File: src/rtl/kick_timer_if.sv
// kick_timer_if -- control/status bundle for kick_timer.
//   en, go, reload : per-channel enable, restart, auto-reload mode
//   lim_wr/lim_sel/lim_data : limit register write port
//   count  : packed per-channel counts, channel n at [n*WIDTH +: WIDTH]
//   done   : one-cycle terminal pulse per channel
//   paused : channel is idle in PAUSE
// master drives controls and reads status; slave is the timer side.
interface kick_timer_if #(
  parameter int WIDTH    = 16,
  parameter int CHANNELS = 4
);
  localparam int SELW = (CHANNELS > 1) ? $clog2(CHANNELS) : 1;

  logic [CHANNELS-1:0]       en;
  logic [CHANNELS-1:0]       go;
  logic [CHANNELS-1:0]       reload;
  logic                      lim_wr;
  logic [SELW-1:0]           lim_sel;
  logic [WIDTH-1:0]          lim_data;
  logic [CHANNELS*WIDTH-1:0] count;
  logic [CHANNELS-1:0]       done;
  logic [CHANNELS-1:0]       paused;

  modport master (
    output en, go, reload, lim_wr, lim_sel, lim_data,
    input  count, done, paused
  );

  modport slave (
    input  en, go, reload, lim_wr, lim_sel, lim_data,
    output count, done, paused
  );
endinterface

File: src/rtl/kick_timer.sv
// kick_timer -- bank of CHANNELS independent up-counters with per-channel
// programmable limit, one-shot or auto-reload mode and a done pulse.
//   clk   : rising-edge clock
//   reset : asynchronous active-high reset (all channels PAUSE, count 0,
//           limit MAXCOUNT)
//   bus   : kick_timer_if.slave (en, go, reload, limit write port in;
//           count, done, paused out -- all outputs are registers)
module kick_timer #(
  parameter int               WIDTH    = 16,
  parameter int               CHANNELS = 4,
  parameter logic [WIDTH-1:0] MAXCOUNT = 16'd43840
) (
  input logic         clk,
  input logic         reset,
  kick_timer_if.slave bus
);

  typedef enum logic {
    ST_PAUSE = 1'b0,
    ST_COUNT = 1'b1
  } state_e;

  state_e              state_q [CHANNELS];
  state_e              state_d [CHANNELS];
  logic [WIDTH-1:0]    cnt_q   [CHANNELS];
  logic [WIDTH-1:0]    cnt_d   [CHANNELS];
  logic [WIDTH-1:0]    lim_q   [CHANNELS];
  logic [WIDTH-1:0]    lim_d   [CHANNELS];
  logic [CHANNELS-1:0] done_q;
  logic [CHANNELS-1:0] done_d;

  // State register
  always_ff @(posedge clk or posedge reset) begin
    if (reset) begin
      for (int unsigned i = 0; i < CHANNELS; i++) begin
        state_q[i] <= ST_PAUSE;
        cnt_q[i]   <= '0;
        lim_q[i]   <= MAXCOUNT;
      end
      done_q <= '0;
    end else begin
      state_q <= state_d;
      cnt_q   <= cnt_d;
      lim_q   <= lim_d;
      done_q  <= done_d;
    end
  end

  // Next-state logic
  always_comb begin
    done_d = '0;
    for (int unsigned i = 0; i < CHANNELS; i++) begin
      state_d[i] = state_q[i];
      cnt_d[i]   = cnt_q[i];
      lim_d[i]   = lim_q[i];

      // go has top priority; being outside the terminal branch it also
      // keeps done low on the restart edge.
      if (bus.go[i]) begin
        state_d[i] = ST_COUNT;
        cnt_d[i]   = '0;
      end else if (state_q[i] == ST_COUNT) begin
        // >= rather than == so a limit lowered below the running count
        // terminates instead of letting the counter run on and wrap.
        if (cnt_q[i] >= lim_q[i]) begin
          done_d[i] = 1'b1;
          if (bus.reload[i]) begin
            cnt_d[i] = '0;
          end else begin
            state_d[i] = ST_PAUSE;
          end
        end else if (bus.en[i]) begin
          cnt_d[i] = cnt_q[i] + 1'b1;
        end
      end

      // Out-of-range selects never match any channel index.
      if (bus.lim_wr && (32'(bus.lim_sel) == i)) begin
        lim_d[i] = bus.lim_data;
      end
    end
  end

  // Output logic (register-only)
  always_comb begin
    bus.count  = '0;
    bus.paused = '0;
    for (int unsigned i = 0; i < CHANNELS; i++) begin
      bus.count[i*WIDTH +: WIDTH] = cnt_q[i];
      bus.paused[i]               = (state_q[i] == ST_PAUSE);
    end
    bus.done = done_q;
  end

endmodule

File: src/flat_wrapper.sv
// flat-port wrapper written by rule: the top's interface ports become plain ports
module kick_timer_flat 
#(
  parameter int               WIDTH    = 16,
  parameter int               CHANNELS = 4,
  parameter logic [WIDTH-1:0] MAXCOUNT = 16'd43840
)
  (clk, reset, bus_en, bus_go, bus_reload, bus_lim_wr, bus_lim_sel, bus_lim_data, bus_count, bus_done, bus_paused);
  kick_timer_if #(.WIDTH(WIDTH), .CHANNELS(CHANNELS)) bus_i ();
  input logic clk;
  input logic reset;
  input wire logic [$bits(bus_i.en)-1:0] bus_en;
  input wire logic [$bits(bus_i.go)-1:0] bus_go;
  input wire logic [$bits(bus_i.reload)-1:0] bus_reload;
  input wire logic [$bits(bus_i.lim_wr)-1:0] bus_lim_wr;
  input wire logic [$bits(bus_i.lim_sel)-1:0] bus_lim_sel;
  input wire logic [$bits(bus_i.lim_data)-1:0] bus_lim_data;
  output wire logic [$bits(bus_i.count)-1:0] bus_count;
  output wire logic [$bits(bus_i.done)-1:0] bus_done;
  output wire logic [$bits(bus_i.paused)-1:0] bus_paused;
  assign bus_i.en = bus_en;
  assign bus_i.go = bus_go;
  assign bus_i.reload = bus_reload;
  assign bus_i.lim_wr = bus_lim_wr;
  assign bus_i.lim_sel = bus_lim_sel;
  assign bus_i.lim_data = bus_lim_data;
  assign bus_count = bus_i.count;
  assign bus_done = bus_i.done;
  assign bus_paused = bus_i.paused;
  kick_timer #(.WIDTH(WIDTH), .CHANNELS(CHANNELS), .MAXCOUNT(MAXCOUNT)) u_core (.clk(clk), .reset(reset), .bus(bus_i));
endmodule
File: config.mk
export PLATFORM = sky130hd
export DESIGN_NAME = kick_timer_flat
export DESIGN_NICKNAME = d
export VERILOG_FILES = /design/src/rtl/kick_timer_if.sv /design/src/rtl/kick_timer.sv /design/src/flat_wrapper.sv
export SDC_FILE = /design/constraint.sdc
export NUM_CORES = 1
export LEC_CHECK = 0
export ABC_AREA = 1
export CORE_ASPECT_RATIO = 0.9
export CORE_UTILIZATION = 40
export DETAILED_ROUTE_END_ITERATION = 7
export DONT_BUFFER_PORTS = 1
export MAX_ROUTING_LAYER = met4
export PLACE_DENSITY = 0.55
export SLEW_MARGIN = 25
export SYNTH_ARGS = -nofsm -noshare
export SYNTH_HDL_FRONTEND = slang
export SYNTH_SLANG_ARGS = --single-unit
File: constraint.sdc
create_clock -name clk -period 10.49 [get_ports clk]
set_input_delay 2.098 -clock clk [delete_from_list [all_inputs] [get_ports clk]]
set_output_delay 2.098 -clock clk [all_outputs]
set_load 0.01 [all_outputs]
==> results.sh, run 1 <==
export IMPL_end_kind="output pin"
export IMPL_cts_hold_fix_buffers=0
export IMPL_r2r_setup_slack_ns=8.08
export IMPL_r2r_start="u_core.bus.count[3]$_DFFE_PP0P_"
export IMPL_grt_max_degree=70
export IMPL_diodes=0
export IMPL_dp_cells=1405
export IMPL_synth_cell_types=36
export IMPL_syn_cell_area_sq_um=8468
export IMPL_clock_latency_ns=0.43
export IMPL_yosys_cell_count_top_type="nand2_1"
export IMPL_nets=1239
export IMPL_synthAdderAreaFrac=0.1005
export IMPL_synth_seq_cells=136
export IMPL_cts_resized=0
export IMPL_max_freq_ghz=0.3222
export IMPL_die_area_sq_um=21760
export IMPL_maxCapViolCount=0
export IMPL_place_hpwl_microns=13840
export IMPL_overflow=0
export IMPL_crit_end="bus_count[53]"
export IMPL_tightestPinTransition_ns=0.9570
export IMPL_synthArstFlopShare=1.000
export IMPL_ant_nets=0
export IMPL_grt_pass1_vias=6162
export IMPL_ys_warn_count=0
export IMPL_cp_data_required_time_ns=8.39
export IMPL_netlist_instances=1143
export IMPL_wl_per_cell_microns=13.51
export IMPL_setup_viol=0
export IMPL_cts_setup_buffers=0
export IMPL_grt_usage=0.1964
export IMPL_grt_antenna_before_repair=0
export IMPL_yosys_area_top_type="dfrtp_1"
export IMPL_post_route_period_util=0.2959
export IMPL_r2r_cells=12
export IMPL_synth_xor_area_share=0.04344
export IMPL_num_rows=50
export IMPL_die_y_microns=140.0
export IMPL_cts_htree_levels=4
export IMPL_nFillCells=2151
export IMPL_dr_pass1_iters=4
export IMPL_worstSetupStartpoint="u_core.bus.count[53]$_DFFE_PP0P_"
export IMPL_hold_violations=0
export IMPL_synth_common_cells="nand2_1, inv_1, nor2_1"
export IMPL_port_buffers=0
export IMPL_drcViolationCount=0
export IMPL_vias_per_cell=4.651
export IMPL_routed_wl_microns=19410
export IMPL_synthSimpleGateAreaFrac=0.2883
export IMPL_synth_nets=1244
export IMPL_area_growth_pct=10.31
export IMPL_worstSetupStartpointType="register"
export IMPL_crit_path_max_fanout=9
export IMPL_slew_viol_final=0
export IMPL_clock_sinks=136
export IMPL_rsz0062_at_grt="false"
export IMPL_final_cells=1437
export IMPL_grt_pass1_wl_microns=32620
export IMPL_hold_class="register to register"
export IMPL_powerDensity_nw_per_um2=157.7
export IMPL_yosys_top_cells_area="dfrtp_1, nand2_1, ha_1"
export IMPL_post_synth_top_area_fraction=0.3310
export IMPL_cts_buffers_inserted=17
export IMPL_synth_compound_area_frac=0.07787
export IMPL_die_x_microns=155.4
export IMPL_clockRootBuffer="clkbuf_16"
export IMPL_avgSynthCellArea_sq_um=7.409
export IMPL_initial_core_util=0.4077
export IMPL_cts_tree="yes"
export IMPL_status="complete, no violations"
export IMPL_skew_ns=0.007506
export IMPL_pre_cts_slack_ns=6.958
export IMPL_gp_congestion=0.7793
export IMPL_synth_edff_count=0
export IMPL_cp_depth=0
export IMPL_synthMuxAreaShare=0
export IMPL_ios=105
export IMPL_crit_type="register to output pin"
export IMPL_worstPathArrival_ns=1.01
export IMPL_clkTransAtPathRegs_ns=0.06
export IMPL_clockBufferDepth=2
export IMPL_period_minus_slack_ns=3.104
export IMPL_ys_flop_type="dfrtp_1"
export IMPL_tns_ns=0
export IMPL_synth_top_family_by_area="simple AND/OR/NAND/NOR gates"
export IMPL_drive_gt1_frac=0.07385
export IMPL_via_count=6684
export IMPL_synth_yosys_seq_area_share=0.4054
export IMPL_setup_ws_ns=7.386
export IMPL_drt_iter0_markers=303
export IMPL_vdd_drop_max_mv=0.1041
export IMPL_p_leak_nw=4.775
export IMPL_timing_slew_headroom=0.3602
export IMPL_coreArea_sq_um=20770
export IMPL_r2r_end="u_core.bus.count[9]$_DFFE_PP0P_"
[registers in the layout, summed over array words and instances (netlist names)]
register	count
u_core.state_q	4
u_core.bus.count	64
u_core.bus.done	4
u_core.lim_q	64
[per-layer routing]
layer / up-vias / global-route usage / wire length (microns)
met3: 17 / 0.05322 / 986
met2: 112 / 0.2924 / 8682
li1: 3563 / - / -
met5: - / - / 0
met4: 0 / 0.05005 / 184
met1: 2992 / 0.2633 / 9559
[kinds of logic after synthesis]
| family | Yosys count |
|---|---|
| AO/OA/AOI/OAI | 122 |
| XOR/XNOR | 42 |
| adder cells (fa/ha/maj) | 68 |
| buffers and inverters | 177 |
| flip-flops | 136 |
| AND/OR/NAND/NOR | 598 |
[worst min path at each step]
stage                                         endpoint  cells past startpoint                         start  slack, ns
after floorplan           u_core.lim_q[10]$_DFFE_PP0P_                      2  u_core.lim_q[10]$_DFFE_PP0P_       0.45
after global placement    u_core.lim_q[35]$_DFFE_PP0P_                      2  u_core.lim_q[35]$_DFFE_PP0P_       0.47
after detailed placement  u_core.lim_q[30]$_DFFE_PP0P_                      2  u_core.lim_q[30]$_DFFE_PP0P_       0.47
after CTS                 u_core.lim_q[30]$_DFFE_PP0P_                      2  u_core.lim_q[30]$_DFFE_PP0P_       0.49
after global routing      u_core.lim_q[43]$_DFFE_PP1P_                      2  u_core.lim_q[43]$_DFFE_PP1P_       0.50
final                     u_core.lim_q[36]$_DFFE_PP0P_                      2  u_core.lim_q[36]$_DFFE_PP0P_       0.48
[report_power, final]
group / total [mW] / switching, mW / internal, mW
combinational: 0.193 / 0.123 / 0.0701
clock: 0.656 / 0.227 / 0.429
sequential: 0.624 / 0.0416 / 0.583
[per-stage QoR]
| step | instance area, sq um | hold WS, ns | utilization | power [mW] |
|---|---|---|---|---|
| floorplan | 8468 | 0.4530 | - | 0.7804 |
| global placement | 8693 | 0.4659 | 0.4186 | 0.8227 |
| detailed placement | 8693 | 0.4739 | 0.4186 | 0.8299 |
| CTS | 9336 | 0.4884 | 0.4495 | 1.492 |
| global route | 9341 | 0.5029 | 0.4498 | 1.559 |
| finish | 9341 | 0.4823 | 0.4498 | 1.473 |
[layout by cell type, fill, tap and decap left out, types with 8 or more instances in the layout]
cell and n:
nor2_1 128, xnor2_1 12, nand3_2 8, dfrtp_1 112, a21oi_1 28, ha_1 68
nor3_1 14, inv_1 150, xor2_1 30, nand3_1 21, clkbuf_16 17, o21ai_0 76
nand2_1 394, nand4_1 19, dfstp_2 24
[area by class of cell]
type                            instances  area [sq um]  area share
Multi-Input combinational cell        830          4324      0.4629
Sequential cell                       136          3433      0.3675
Inverter                              152         575.6     0.06161
Clock buffer                           25         505.5     0.05411
Tap cell                              286         357.8     0.03831
Clock inverter                          7         137.6     0.01473
Timing Repair Buffer                    1         7.507   0.0008036
(Power assumes the default switching activity.)
==> run 2, diff against run 1 <==
clock period = 3.1 ns   (was 10.49 ns; I/O delays follow)
==> run 2 against run 1 <==
  * Design area grew 1.1%
  * Largest power group unchanged
  * Via count grew 1.1%
  * Global-route usage grew 0.36 points
  * Cell count grew 0.35%
  * Core utilization grew 0.49 points
  * Critical path depth grew 8
  * Critical endpoint is now u_core.bus.count[14]$_DFFE_PP0P_
  * Routed wire length grew 2.1%
  * Worst setup slack lost 6.6 ns
  * Clock skew grew 0.0030 ns
  * Sequential share of layout area shrank 0.39 points
  * Power grew to 3.4 times the previous value
==> results.sh, run 2 (synthesis gave the netlist of run 1 again) <==
export IMPL_grt_pass1_vias=6280
export IMPL_wl_per_cell_microns=13.75
export IMPL_cts_buffers_inserted=17
export IMPL_nets=1244
export IMPL_diodes=0
export IMPL_hold_ws_ns=0.03213
export IMPL_cts_tree="yes"
export IMPL_coreArea_sq_um=20770
export IMPL_skew_ns=0.01055
export IMPL_num_rows=50
export IMPL_worstPathBufferInverterCount=0
export IMPL_timing_slew_headroom=0.3977
export IMPL_r2r_setup_slack_ns=0.75
export IMPL_tns_ns=0
export IMPL_maxCapViolCount=0
export IMPL_die_y_microns=140.0
export IMPL_setup_viol=0
export IMPL_fin_area_sq_um=9443
export IMPL_vdd_drop_max_mv=0.3128
export IMPL_drcViolationCount=0
export IMPL_vias_per_cell=4.686
export IMPL_clock_latency_ns=0.42
export IMPL_initial_core_util=0.4077
export IMPL_r2r_cells=8
export IMPL_crit_family="simple AND/OR/NAND/NOR gates"
export IMPL_r2r_end="u_core.bus.count[14]$_DFFE_PP0P_"
export IMPL_routed_top_layer="met4"
export IMPL_nFillCells=2137
export IMPL_drive_gt1_frac=0.07958
export IMPL_dr_pass1_iters=4
export IMPL_grt_usage=0.1999
export IMPL_tightestPinTransition_ns=0.9013
export IMPL_crit_chain="ha_1 -> a21oi_1 -> o21ai_0 -> a21oi_2 -> nand3_1 -> nor2_1 -> nand2_1 -> nand2_1"
export IMPL_final_cell_mix="nand2_1, inv_1, nor2_1, dfrtp_1, o21ai_0"
export IMPL_p_leak_nw=4.815
export IMPL_end_kind="register"
export IMPL_mostFrequentLayoutCell="nand2_1"
export IMPL_final_util=0.4546
export IMPL_cts_resized=0
export IMPL_area_growth_pct=11.51
export IMPL_cts_setup_buffers=0
export IMPL_cp_depth=8
export IMPL_grt_antenna_before_repair=0
export IMPL_place_hpwl_microns=14200
export IMPL_hold_violations=0
export IMPL_dr_wl_met2_microns=8784
export IMPL_overflow=0
export IMPL_via_count=6757
export IMPL_clock_sinks=136
export IMPL_wl_met3_microns=873
export IMPL_hold_class="input port to asynchronous set/reset pin"
export IMPL_ant_nets=0
export IMPL_slew_viol_final=0
export IMPL_ios=105
export IMPL_post_route_period_util=0.7587
export IMPL_slowest_delay_ns=0.50
export IMPL_powerDensity_nw_per_um2=537.4
export IMPL_r2r_start="u_core.bus.count[11]$_DFFE_PP0P_"
export IMPL_max_freq_ghz=0.4252
export IMPL_die_x_microns=155.4
export IMPL_cp_slowest_cell="dfrtp_1"
export IMPL_clockBufferDepth=2
export IMPL_die_area_sq_um=21760
export IMPL_cts_htree_levels=4
export IMPL_grt_max_degree=39
export IMPL_gp_congestion=0.8040
export IMPL_cp_data_required_time_ns=3.46
export IMPL_drt_iter0_markers=278
export IMPL_worstPathArrival_ns=2.71
export IMPL_status="complete, no violations"
export IMPL_port_buffers=0
export IMPL_period_minus_slack_ns=2.352
export IMPL_clockRootBuffer="clkbuf_16"
export IMPL_rsz0062_at_grt="false"
export IMPL_pre_cts_slack_ns=0.7437
export IMPL_crit_path_max_fanout=16
export IMPL_clkTransAtPathRegs_ns=0.06
export IMPL_crit_type="register to register"
export IMPL_setup_ws_ns=0.7479
export IMPL_cts_hold_fix_buffers=0
export IMPL_place_area_sq_um=8760
export IMPL_wl_met1_microns=9994
export IMPL_grt_pass1_wl_microns=33380
export IMPL_routed_wl_microns=19830
export IMPL_critPathMostFrequentCell="nand2_1"
export IMPL_worstSetupStartpointType="register"
run 2: changes by cell type in the layout (fill, tap and decap cells not counted), sizes merged:
| cell | change |
|---|---|
| clkinv | +2 |
| clkbuf | -5 |
| bufinv | +1 |
| buf | +5 |
| clkinvlp | +3 |
| inv | -1 |
run 2: power by group:
group | total, mW | internal [mW] | switching [mW]
Combinational | 0.673 | 0.249 | 0.424
Sequential | 2.11 | 1.97 | 0.137
Clock | 2.29 | 1.49 | 0.805
run 2: metal layers:
| metal | vias to the layer above | track usage |
|---|---|---|
| li1 | 3591 | - |
| met1 | 3022 | 0.2773 |
| met2 | 129 | 0.2934 |
| met3 | 15 | 0.04765 |
| met4 | 0 | 0.04644 |
| met5 | - | - |
run 2: area by class of cell:
| type | instances | area, sq um | area share |
|---|---|---|---|
| Multi-Input combinational cell | 830 | 4319 | 0.4574 |
| Sequential cell | 136 | 3433 | 0.3636 |
| Inverter | 152 | 574.3 | 0.06082 |
| Clock buffer | 20 | 466.7 | 0.04942 |
| Tap cell | 286 | 357.8 | 0.03790 |
| Clock inverter | 12 | 196.4 | 0.02080 |
| Timing Repair Buffer | 6 | 95.09 | 0.01007 |
run 2: per-stage QoR:
stage	cells	total power, mW
after detailed placement	1409	2.821
after CTS	1441	5.135
after floorplan	1143	2.641
after global placement	1409	2.801
after global routing	1442	5.367
final	1442	5.074
run 2: worst max-delay path by stage:
stage | slack, ns | to | start
final | 0.75 | u_core.bus.count[14]$_DFFE_PP0P_ | u_core.bus.count[11]$_DFFE_PP0P_
after global routing | 0.50 | u_core.bus.count[6]$_DFFE_PP0P_ | u_core.bus.count[3]$_DFFE_PP0P_
after CTS | 0.75 | u_core.bus.count[15]$_DFFE_PP0P_ | u_core.bus.count[3]$_DFFE_PP0P_
after detailed placement | 0.74 | u_core.bus.count[2]$_DFFE_PP0P_ | u_core.bus.count[11]$_DFFE_PP0P_
after global placement | 0.77 | u_core.bus.count[14]$_DFFE_PP0P_ | u_core.bus.count[11]$_DFFE_PP0P_
after floorplan | 0.81 | u_core.bus.count[0]$_DFFE_PP0P_ | reset
==> run 3, diff against run 2 <==
clock period = 2.3 ns   (was 3.1 ns; I/O delays follow)
==> run 3 against run 2 <==
  * Clock skew is essentially flat
  * Register-to-register slack lost 0.59 ns
  * Sequential power grew 32%
  * Power grew 29%
  * First-iteration DRC count grew 13%
  * Critical path type unchanged
  * Critical endpoint is now u_core.bus.count[16]$_DFFE_PP0P_
  * Largest power group is now sequential cells
==> results.sh, run 3 (synthesis gave the netlist of run 1 again) <==
export IMPL_via_count=7012
export IMPL_port_buffers=0
export IMPL_setup_ws_ns=0.1572
export IMPL_wl_per_cell_microns=13.50
export IMPL_tns_ns=0
export IMPL_grt_antenna_before_repair=0
export IMPL_place_hpwl_microns=14910
export IMPL_cts_buffers_inserted=17
export IMPL_final_cell_mix="nand2_1, inv_1, nor2_1, dfrtp_1, o21ai_0"
export IMPL_clockBufferDepth=2
export IMPL_max_freq_ghz=0.4667
export IMPL_clock_latency_ns=0.42
export IMPL_end_kind="register"
export IMPL_crit_chain="inv_1 -> ha_1 -> a21oi_1 -> o21ai_0 -> a21oi_4 -> nand2_1 -> nand2_1 -> nand3_4 -> nand2_1 -> nand2_1"
export IMPL_clockRootBuffer="clkbuf_16"
export IMPL_r2r_end="u_core.bus.count[16]$_DFFE_PP0P_"
export IMPL_ant_nets=0
export IMPL_area_growth_pct=17.82
export IMPL_slew_viol_final=0
export IMPL_mostFrequentLayoutCell="nand2_1"
export IMPL_timing_slew_headroom=0.4475
export IMPL_powerDensity_nw_per_um2=655.8
export IMPL_drive_gt1_frac=0.1293
export IMPL_fin_area_sq_um=9977
export IMPL_final_util=0.4804
export IMPL_grt_pass1_vias=6525
export IMPL_status="complete, no violations"
export IMPL_drt_iter0_markers=314
export IMPL_cp_slowest_cell="dfstp_2"
export IMPL_clkTransAtPathRegs_ns=0.06
export IMPL_place_area_sq_um=9285
export IMPL_cts_tree="yes"
export IMPL_crit_type="register to register"
export IMPL_hold_class="input port to asynchronous set/reset pin"
export IMPL_hold_ws_ns=0.02206
export IMPL_die_y_microns=140.0
export IMPL_skew_ns=0.01104
export IMPL_nets=1318
export IMPL_dp_cells=1479
export IMPL_cts_htree_levels=4
export IMPL_clock_sinks=136
export IMPL_setup_viol=0
export IMPL_maxCapViolCount=0
export IMPL_vdd_drop_max_mv=0.4072
export IMPL_die_x_microns=155.4
export IMPL_initial_core_util=0.4077
export IMPL_grt_max_degree=44
export IMPL_p_leak_nw=5.200
export IMPL_hold_violations=0
export IMPL_coreArea_sq_um=20770
export IMPL_dr_pass1_iters=5
export IMPL_post_route_period_util=0.9317
export IMPL_gp_congestion=0.8451
export IMPL_worstPathArrival_ns=2.44
export IMPL_routed_wl_microns=20470
export IMPL_final_cells=1516
export IMPL_diodes=0
export IMPL_grt_usage=0.2027
export IMPL_die_area_sq_um=21760
export IMPL_cp_data_required_time_ns=2.60
export IMPL_critPathMostFrequentCell="nand2_1"
export IMPL_num_rows=50
export IMPL_pre_cts_slack_ns=-0.03001
export IMPL_period_minus_slack_ns=2.143
export IMPL_worstSetupStartpointType="register"
export IMPL_overflow=0
export IMPL_r2r_start="u_core.lim_q[47]$_DFFE_PP1P_"
export IMPL_slowest_delay_ns=0.53
export IMPL_vias_per_cell=4.625
export IMPL_drcViolationCount=0
export IMPL_crit_path_max_fanout=16
export IMPL_grt_pass1_wl_microns=33810
export IMPL_power_mw=6.543
export IMPL_tightestPinTransition_ns=0.8267
export IMPL_r2r_setup_slack_ns=0.16
export IMPL_r2r_cells=10
export IMPL_ios=105
## run 3: cell types whose count changed in the layout (fill, tap and decap cells not counted), sizes merged
cell / change
buf: +74
clkbuf: +8
bufinv: -3
clkinvlp: -3
clkinv: -2
## run 3: timing repair
item / in CTS / in global routing
resized for setup: 1 / 7
setup endpoints to repair: 14 / 48
endpoints found under the hold margin: 0 / 0
buffers inserted: 0 / 5
pin swaps: 0 / 3
hold buffers: 0 / 0
## run 3: final cells by class
| type | instances | area (sq um) |
|---|---|---|
| fillers | 2110 | 10790 |
| multi-input cells | 830 | 4369 |
| flip-flops and latches | 136 | 3433 |
| repair buffers | 80 | 675.6 |
| inverters | 152 | 574.3 |
| clock buffers | 28 | 496.7 |
| well taps | 286 | 357.8 |
| clock inverters | 4 | 70.07 |
## run 3: worst max-delay path by stage
stage	slack, ns	to	from
2_1_floorplan	0.17	u_core.bus.count[0]$_DFFE_PP0P_	reset
3_3_place_gp	0.06	u_core.bus.count[13]$_DFFE_PP0P_	u_core.lim_q[59]$_DFFE_PP1P_
3_5_place_dp	-0.03	u_core.bus.count[7]$_DFFE_PP0P_	u_core.lim_q[59]$_DFFE_PP1P_
4_1_cts	0.06	u_core.bus.count[59]$_DFFE_PP0P_	u_core.lim_q[9]$_DFFE_PP1P_
5_1_grt	-0.007	u_core.bus.count[45]$_DFFE_PP0P_	u_core.lim_q[22]$_DFFE_PP1P_
6_report	0.16	u_core.bus.count[16]$_DFFE_PP0P_	u_core.lim_q[47]$_DFFE_PP1P_
## run 3: worst max-delay path, delay by kind of cell, from the launching register on
family / cells / cell delay (ns)
AOI/OAI and AO/OA: 3 / 0.58
and+or+nand+nor: 5 / 0.58
DFF: 1 / 0.53
adders and majority gates: 1 / 0.28
buffers and inverters: 1 / 0.05
## run 3: routing by layer
| metal | global-route usage | up-vias | routed length (microns) |
|---|---|---|---|
| met3 | 0.04115 | 13 | 826 |
| li1 | - | 3715 | - |
| met4 | 0.04747 | 0 | 182 |
| met2 | 0.3049 | 114 | 9145 |
| met5 | - | - | 0 |
| met1 | 0.2797 | 3170 | 10320 |
## run 3: where the power goes
| part | total, mW | switching, mW | internal (mW) |
|---|---|---|---|
| combinational | 1.05 | 0.651 | 0.398 |
| clock | 2.71 | 1.03 | 1.68 |
| sequential | 2.78 | 0.126 | 2.66 |
| total | 6.54 | 1.80 | 4.74 |
